==> src/rtl/dds_pkg.sv <==
// DDS DAC transmit path: shared types and constants.
// Sine table values are built here at elaboration time.
package dds_pkg;

  typedef enum logic [1:0] {
    IDLE,
    RUN,
    STOP_PEND
  } state_t;

  localparam int MIDSCALE   = 128;
  localparam int AMP_FULL   = 128;
  localparam int LUT_AW_DEF = 8;
  localparam int LUT_DEPTH  = 1 << LUT_AW_DEF;

  // round(127*sin(2*pi*i/depth)) via quadrant fold and Taylor series
  function automatic int sine_q(input int i, input int depth);
    real pi, x, t, s;
    pi = 3.14159265358979323846;
    x  = 2.0 * pi * real'(i) / real'(depth);
    if (x > pi) x = x - 2.0 * pi;
    if (x > pi / 2.0) x = pi - x;
    else if (x < -pi / 2.0) x = -pi - x;
    t = x;
    s = x;
    for (int k = 1; k < 10; k++) begin
      t = -t * x * x / real'((2 * k) * (2 * k + 1));
      s = s + t;
    end
    return int'(127.0 * s);
  endfunction

endpackage

==> src/rtl/dds_dac_tx_sine_rom.sv <==
// Full-wave signed sine ROM, synchronous read.
// Clock enable advances it; clr loads midscale (zero).
module sine_rom
  import dds_pkg::*;
#(
  parameter int AW = 8,
  parameter int DW = 8
) (
  input  logic                 clk,
  input  logic                 reset,
  input  logic                 en,
  input  logic                 clr,
  input  logic [AW-1:0]        addr,
  output logic signed [DW-1:0] q
);

  logic signed [DW-1:0] rom [2**AW];

  for (genvar i = 0; i < 2**AW; i++) begin : g_rom
    localparam logic signed [DW-1:0] V =
      DW'(sine_q(i, 2**AW));
    assign rom[i] = V;
  end

  // registered read, cleared to zero when the path is idle
  always_ff @(posedge clk) begin
    if (reset) begin
      q <= '0;
    end else if (en) begin
      q <= clr ? '0 : rom[addr];
    end
  end

endmodule

==> src/rtl/dds_dac_tx.sv <==
// DDS sine generator driving an 8-bit parallel DAC.
// Sample clock is a divided clk; stages advance on tick.
module dds_dac_tx
  import dds_pkg::*;
#(
  parameter int PHASE_W = 32,
  parameter int LUT_AW  = 8,
  parameter int DATA_W  = 8,
  parameter int DIV_N   = 2
) (
  input  logic               clk,
  input  logic               reset,
  input  logic               enable,
  input  logic [PHASE_W-1:0] fword_in,
  input  logic               fword_load,
  input  logic [7:0]         amp,
  output logic [DATA_W-1:0]  DA0,
  output logic               DA0_CLK,
  output logic               sample_tick,
  output logic               running
);

  localparam int CW = (DIV_N > 2) ? $clog2(DIV_N) : 1;
  localparam int PW = DATA_W + 8;

  logic [CW-1:0]        cnt;
  logic [CW-1:0]        cnt_nxt;
  logic                 tick;
  state_t               state;
  state_t               state_nxt;
  logic [PHASE_W-1:0]   acc;
  logic [PHASE_W-1:0]   fw_shadow;
  logic [PHASE_W-1:0]   fw_active;
  logic [PHASE_W:0]     acc_sum;
  logic                 carry;
  logic                 rom_clr;
  logic signed [DATA_W-1:0] rom_q;
  logic [7:0]           amp_c;
  logic signed [PW-1:0] rom_x;
  logic signed [PW-1:0] amp_x;
  logic signed [PW-1:0] prod;
  logic [DATA_W-1:0]    da_nxt;

  assign tick    = (cnt == CW'(DIV_N - 1));
  assign cnt_nxt = tick ? '0 : cnt + 1'b1;
  assign acc_sum = {1'b0, acc} + {1'b0, fw_active};
  assign carry   = acc_sum[PHASE_W];
  assign rom_clr = (state == IDLE);

  assign amp_c  = (amp > 8'(AMP_FULL)) ? 8'(AMP_FULL) : amp;
  assign rom_x  = PW'(rom_q);
  assign amp_x  = PW'({1'b0, amp_c});
  assign prod   = rom_x * amp_x;
  assign da_nxt = DATA_W'(PW'(MIDSCALE) + (prod >>> 7));

  sine_rom #(
    .AW (LUT_AW),
    .DW (DATA_W)
  ) u_rom (
    .clk   (clk),
    .reset (reset),
    .en    (tick),
    .clr   (rom_clr),
    .addr  (acc[PHASE_W-1 -: LUT_AW]),
    .q     (rom_q)
  );

  // free-running sample divider and DAC clock
  always_ff @(posedge clk) begin
    if (reset) begin
      cnt         <= '0;
      DA0_CLK     <= 1'b0;
      sample_tick <= 1'b0;
    end else begin
      cnt         <= cnt_nxt;
      DA0_CLK     <= (cnt_nxt >= CW'(DIV_N / 2));
      sample_tick <= tick;
    end
  end

  // state register; running tracks the registered state
  always_ff @(posedge clk) begin
    if (reset) begin
      state   <= IDLE;
      running <= 1'b0;
    end else begin
      state   <= state_nxt;
      running <= (state_nxt != IDLE);
    end
  end

  // mode transitions, evaluated only on sample ticks
  always_comb begin
    state_nxt = state;
    if (tick) begin
      unique case (state)
        IDLE: begin
          if (enable) state_nxt = RUN;
        end
        RUN: begin
          if (!enable) state_nxt = STOP_PEND;
        end
        STOP_PEND: begin
          if (enable) state_nxt = RUN;
          else if (carry || fw_active == '0)
            state_nxt = IDLE;
        end
        default: state_nxt = IDLE;
      endcase
    end
  end

  // tuning word shadow/active pair and phase/output stages
  always_ff @(posedge clk) begin
    if (reset) begin
      fw_shadow <= '0;
      fw_active <= '0;
      acc       <= '0;
      DA0       <= DATA_W'(MIDSCALE);
    end else begin
      if (fword_load) fw_shadow <= fword_in;
      if (tick) begin
        fw_active <= fw_shadow;
        if (state == IDLE) begin
          acc <= '0;
          DA0 <= DATA_W'(MIDSCALE);
        end else begin
          acc <= acc_sum[PHASE_W-1:0];
          DA0 <= da_nxt;
        end
      end
    end
  end

endmodule

==> config.mk <==
export PLATFORM = sky130hd
export DESIGN_NAME = dds_dac_tx
export DESIGN_NICKNAME = d
export VERILOG_FILES = /design/src/rtl/dds_pkg.sv /design/src/rtl/dds_dac_tx_sine_rom.sv /design/src/rtl/dds_dac_tx.sv
export SDC_FILE = /design/constraint.sdc
export NUM_CORES = 1
export LEC_CHECK = 0
export BUFFER_PORTS_ARGS = -buffer_cell sky130_fd_sc_hd__buf_2
export CORE_MARGIN = 5
export CORE_UTILIZATION = 63
export CTS_CLUSTER_DIAMETER = 80
export DETAILED_ROUTE_END_ITERATION = 7
export GPL_TIMING_DRIVEN = 0
export PLACE_DENSITY = 0.91
export SYNTH_ARGS = -nofsm -noshare
export SYNTH_HDL_FRONTEND = slang
export SYNTH_SLANG_ARGS = --single-unit
==> constraint.sdc <==
create_clock -name clk -period 6 [get_ports clk]
set_clock_uncertainty 0.05 [all_clocks]
set_input_delay 0.3 -clock clk [delete_from_list [all_inputs] [get_ports clk]]
set_output_delay 0.3 -clock clk [all_outputs]
set_load 0.02 [all_outputs]
==> Word-level counts from Yosys, hierarchy flattened <==
Memories as Yosys holds them, arrays and structs flattened.
Cells that the tools add are included.
{ "op_classes": {"n_addsub": 3, "multipliers": 1, "n_lt_le_gt_ge": 3, "n_eq_ne": 2, "mux": 13, "n_bitwise": 1, "n_reduce_logical": 4} }
{ "op_table": {"columns": ["cell", "n"], "rows": [
  ["$mux W8", 5],
  ["$add A32 B32 Y33", 1],
  ["$logic_not A32 Y1", 1],
  ["$mux W32", 1],
  ["$mul A8 B9 Y15", 1],
  ["$mux W2", 5],
  ["$ge A9 B9 Y1 const B", 1],
  ["$not A8 Y9", 1],
  ["$add A8 B8 Y8 const A", 1],
  ["$gt A8 B8 Y1 const B", 1],
  ["$pmux W2 S3", 1],
  ["$eq A2 B1 Y1 const B", 1],
  ["$eq A2 B2 Y1 const B", 1],
  ["$logic_not A2 Y1", 1],
  ["$reduce_bool A2 Y1", 1],
  ["$add A1 B1 Y1 const B", 1],
  ["$ge A1 B1 Y1 const B", 1],
  ["$logic_or A1 B1 Y1", 1],
  ["$mux W1", 1]
]} }
{ "totals": {"register_bits": 118, "rom_bits": 2048, "in_bits": 44, "output_inout_bits": 11, "word_cells": 38, "mem_count": 1} }
{ "memory_table": {"columns": ["name", "depth", "word_bits", "read_ports", "rd_clocked_by_memory_dff", "write_ports", "line_no", "source"], "rows": [
  ["(name not given)", 256, 8, 1, 0, 0, "dds_dac_tx_sine_rom.sv:30", "q <= clr ? '0 : rom[addr];"]
]} }

==> Depth between registers and ports, before layout <==
{ "logic_depth": {"depth_word": 7, "ltp_mapped": 19, "mapped_depth_nobuf": 18} }

==> Modules after synthesis <==
From an unflattened synthesis, not the netlist that was laid out.
{ "unflattened": {"hier_cells": 1201, "hier_area_um2": 9756.9} }
{ "modules_own_cells": {"columns": ["module", "n_inst", "cells_per_inst", "area_per_inst_um2", "seq_area_each_um2"], "rows": [
  ["dds_dac_tx", 1, 857, 7538.5, 2182.1],
  ["sine_rom", 1, 344, 2218.4, 160.2]
]} }

==> Worst setup path before layout <==
OpenSTA, ideal clock, no wires.
{ "synth_path": {"path_kind": "input to register", "from": "input amp[7]", "to": "register DA0[6]", "setup_time_ps": 129, "arrival_ps": 4250, "path_slack_ps": 1572, "path_stages": 17, "path_buffers": 1, "cell_sequence": "clkbuf_1 nor2b_1 and2_1 fa_1 inv_1 fa_1 inv_1 fa_1 inv_1 fa_1 inv_1 ha_1 a211oi_1 o21ai_0 a311oi_1 xor2_1 o21ai_0"} }
{ "synth_via": {"elab_chain_cells": 5} }
{ "synth_rtl": {"columns": ["item", "line_no", "source"], "rows": [
  ["start: declaration", "dds_dac_tx.sv:16", "input logic [7:0] amp,"],
  ["$gt A8 B8 Y1", "dds_dac_tx.sv:50", "assign amp_c = (amp > 8'(AMP_FULL)) ? 8'(AMP_FULL) : amp;"],
  ["$mux W8 (*)", "dds_dac_tx.sv:50", null],
  ["$mul A8 B9 Y15 (*)", "dds_dac_tx.sv:53", "assign prod = rom_x * amp_x;"],
  ["$add A8 B8 Y8 (*)", "dds_dac_tx.sv:54", "assign da_nxt = DATA_W'(PW'(MIDSCALE) + (prod >>> 7));"],
  ["$mux W8 (*)", "dds_dac_tx.sv:124", "if (state == IDLE) begin"],
  ["end signal: assignment", "dds_dac_tx.sv:119", "DA0 <= DATA_W'(MIDSCALE);"],
  ["end signal: assignment", "dds_dac_tx.sv:126", "DA0 <= DATA_W'(MIDSCALE);"],
  ["end signal: assignment", "dds_dac_tx.sv:129", "DA0 <= da_nxt;"],
  ["end: declaration", "dds_dac_tx.sv:17", "output logic [DATA_W-1:0] DA0,"]
]} }
Every way passes the cells marked *; elsewhere a longest branch is shown, timed or not.
A chain may end at the register's enable or synchronous reset.

==> Final worst setup path <==
Same ends and word-level chain as after synthesis.

==> results <==
- The cell family contributing the most delay on the critical path is adder cells.
- The total length of routed wires is 31100 µm.
- The depth of the CTS H-tree is 4.
- The worst register-to-register path has a setup slack of 1.31 ns.
- The worst setup path is launched from an input port.
- The initialized floorplan defines 45 standard-cell rows.
- The kind of path behind the tightest hold check is in -> reg.
- Counting every instance in the synthesized netlist gives 1192.
- The worst hold path begins at fword_in[4].
- The pin count of the biggest net entering global routing is 17.
- The count of nets left with antenna violations once routing finished came out at 0.
- The netlist uses 74 different library cells.
- The clock root buffer master is sky130_fd_sc_hd__clkbuf_16.
- The worst hold path was traced through 3 stages.
- The worst setup path is captured at a register.
- The total via count in the routed design is 9684.
- In this run the critical register-to-register path is captured at DA0[6]$_SDFFE_PP0P_.
- The sum of net half-perimeters after detailed placement is 22200 µm.
- The final max-slew violation count came to 0.
- The number of stages on the worst setup path is 18.
- The actual slew at the worst max-slew pin is roughly 1.0 ns.
- The number of endpoints with negative hold slack in the final report was 0.
- The cell area after technology mapping is approximately 9700 µm².
- In this run, post-CTS hold repair placed 0 buffers.
- In the global route stage, overall resource usage came out at 0.346.
- In the finished design, the share of the clock period the worst path needs comes to 0.832.
- The combinational family with the most area after synthesis is compound AO/OA/AOI/OAI gates.
- The repair_antennas step left the layout with diodes totalling 0.
- The critical path in this run is classified as in -> reg.
- The sequential-to-total area share from yosys stat is 0.242.
- After floorplanning, the core was sized to cover 15100 µm².
- The most common library cell in the layout ignoring fill and taps is sky130_fd_sc_hd__nor2_1.
- Leaving out fill and tap cells, the most frequent cells in the layout are sky130_fd_sc_hd__nor2_1 (122), sky130_fd_sc_hd__dfxtp_1 (117), sky130_fd_sc_hd__nand2_1 (113).
- The path with the worst hold slack has its endpoint at fw_shadow[4]$_SDFFE_PP0P_.
- The depth of the worst register-to-register path is 15.
- The clock-pin slew on the worst setup and hold paths is 0.06 ns.
- The total congestion overflow is 0.
- Of all flip-flops after synthesis, the portion carrying an async set or reset was 0.
- The largest individual stage delay along the critical path comes from the cell sky130_fd_sc_hd__fa_1.
- Across the run, the number of max-cap violations was 0.
- IR analysis of the VDD net gives a maximum drop of 292 µV.
- Data on the critical path is required at its endpoint by 6.24 ns.
- The startpoint identified for the worst register-to-register timing path is u_rom.q[4]$_SDFFE_PP0P_.
- Yosys printed 0 warnings.
- In the routed layout, each cell is associated on average with a via count of 6.61.
- The first TritonRoute pass finished after 7 iterations.
- Setup violations remaining at the end of the flow were counted as 0.
- The synthesized-area fraction occupied by ao, oa, aoi and oai cells is 0.208.
- The first global-routing pass estimated about 50000 µm of wire.
- The maximum frequency from static timing analysis is approximately 0.20 GHz.
- The total die area is 17900 µm².
- The maximum count of clock buffers along a single path is 2.
- Routability-driven placement finished with a final weighted congestion of 1.02.
- For this run, design rule violations remaining after detail routing come to 0.
- The highest net fanout along the worst path is 10.
- Subtracting the final worst setup slack from the clock period gives between 4 and 5 ns.
- Of the total synthesized cell area, the portion taken by AND, OR, NAND and NOR gates is 0.206.
- The critical path contains buffers and inverters numbering 6 combined.
- Counting the fill cells in the layout gives 1112.
- The DRC violation total after the first TritonRoute iteration is 1024.
- Counting every net in the synthesized netlist gives ~1.3k.
- The initial utilization of the core area, before any placement, comes to 0.638.
- The xor/xnor cell area share of the yosys netlist is 0.0308.
- Of the cells placed in the final design, the portion with a size suffix greater than 1 is 0.0995.
- The top flip-flop cell by instance count after synthesis is sky130_fd_sc_hd__dfxtp_1.
- Setup total negative slack on the finished layout was measured at 0 ns.
- The number of gates resized after CTS is 0.
- The overall power after layout is 1.99 mW.
- The worst slew margin relative to its limit is 0.325.
- The post-synthesis average cell area is between 8 and 9 µm².
- The total number of clock tree sinks is around 120.
- The relative area change from synthesis to final layout is 11.2%.
- The post-synthesis sequential element count is 117.
- Setup repair after global routing left no endpoint under its margin.
- The final net count is 1418.
- Counting the buffers created by CTS gives 17.
- The floorplan step set the die height to 134 µm.
- The clock tree from TritonCTS is yes.
- The run finished with clean final reports.
- Counting flops with a built-in enable in the synthesized netlist gives 0.
- The total I/O pin count is 55.
- The buffer count from post-CTS setup fixing is 0.
- The fraction of the mapped netlist area in adder cells is 0.172.
- For this run, the slowest stage of the critical path takes 0.54 ns.
- For the worst-skew pair, the clock arrives at the later sink with an insertion delay of 0.43 ns.
- Measured along the x axis, the die boundary spans 134 µm.
- Dividing the detail-routed wire length by the instance count gives 21.2 µm.
- The via count of the first global-routing pass is 9801.
- Buffers placed on the I/O ports in this run total between 50 and 60.
- The power density normalized to cell area is 185 nW/µm².
- For the worst setup path, the data arrival time is 5.23 ns.
- The multiplexer share of the synthesized area is 0.0814.
- Summed over all cells, the static leakage comes to 4.73 nW.
- The initial antenna violation count is 0.
- The critical path goes through buf_2, clkbuf_1, nor2b_1, and2_1, fa_1, inv_1, fa_1, inv_1, fa_1, inv_1, fa_1, inv_1, ha_1, a211oi_1, o21ai_0, a311oi_1, xor2_1, o21ai_0.
[worst max-delay path by stage]
| stage | start | end |
|---|---|---|
| floorplan | amp[7] | DA0[6]$_SDFFE_PP0P_ |
| global placement | amp[7] | DA0[6]$_SDFFE_PP0P_ |
| detailed placement | amp[7] | DA0[6]$_SDFFE_PP0P_ |
| CTS | amp[7] | DA0[6]$_SDFFE_PP0P_ |
| global route | amp[7] | DA0[6]$_SDFFE_PP0P_ |
| finish | amp[7] | DA0[6]$_SDFFE_PP0P_ |
[cells in the mapped netlist (all sizes together), types with 9 or more instances]
cell type	number	area, µm²
a211oi	17	133
mux2i	73	731
xnor2	16	140
inv	63	236
or3	9	56.3
nor2b	26	163
nand2b	15	93.8
nand4	11	68.8
fa	36	721
o21bai	9	67.6
xor2	18	158
buf	37	180
nor2	122	458
clkbuf	39	146
and2	51	319
dfxtp	117	2340
o21ai	81	413
nand3	14	75.1
a31oi	14	103
nor4	12	75.1
ha	75	938
nand2	114	430
a21oi	68	344
nor3	21	105
o211ai	18	140
[area by class of cell]
type                            instances  area, µm²  area share
Multi-Input combinational cell        934       6750       0.628
Clock inverter                         14        151      0.0141
Timing Repair Buffer                   52        260      0.0242
Buffer                                 76        327      0.0304
Sequential cell                       117       2340       0.218
Tap cell                              188        235      0.0219
Inverter                               65        244      0.0227
Clock buffer                           18        439      0.0408
[registers in the layout (all words and copies together) (netlist names)]
name and flops:
acc 32, u_rom.q 8, DA0_CLK 1, fw_active 32, fw_shadow 32, sample_tick 1, running 1, DA0 8
state 2
[per-layer routing]
| layer | GRT usage | part of all wire | vias up |
|---|---|---|---|
| met5 | 0 | 0 | - |
| met4 | 0.208 | 0.065 | 0 |
| met3 | 0.0769 | 0.095 | 171 |
| met2 | 0.588 | 0.47 | 595 |
| met1 | 0.399 | 0.37 | 4542 |
| li1 | - | - | 4376 |
[worst min-delay path: stages]
cell and delay [ns]:
sky130_fd_sc_hd__buf_2 0.07, sky130_fd_sc_hd__mux2i_1 0.05, sky130_fd_sc_hd__nor2_1 0.07
[stage by stage]
step	setup WS [ns]	utilization	instances	hold WS, ns	area, µm²
6_report	1.01	0.710	1464	0.0594	10800
3_5_place_dp	0.723	0.671	1432	0.392	10200
5_1_grt	0.705	0.710	1464	0.0732	10800
4_1_cts	1.07	0.710	1464	0.0563	10800
3_3_place_gp	0.847	0.671	1432	0.380	10200
2_1_floorplan	1.57	-	1192	0.382	9670
[report_power, final]
group,internal [mW],leakage [nW],switching (mW)
clock network,0.624,0.287,0.393
registers,0.800,0.951,0.0173
logic,0.0585,3.50,0.0957
[kinds of logic (layout without fill, tap and decap cells)]
kind of cell,Yosys count,count (layout)
AOI/OAI and AO/OA,297,297
and+or+nand+nor,416,416
muxes,76,76
DFF,117,117
buffers and inverters,141,225
xor gates and xnor gates,34,34
adders and majority gates,111,111
Power figures use the tool's default switching activity.
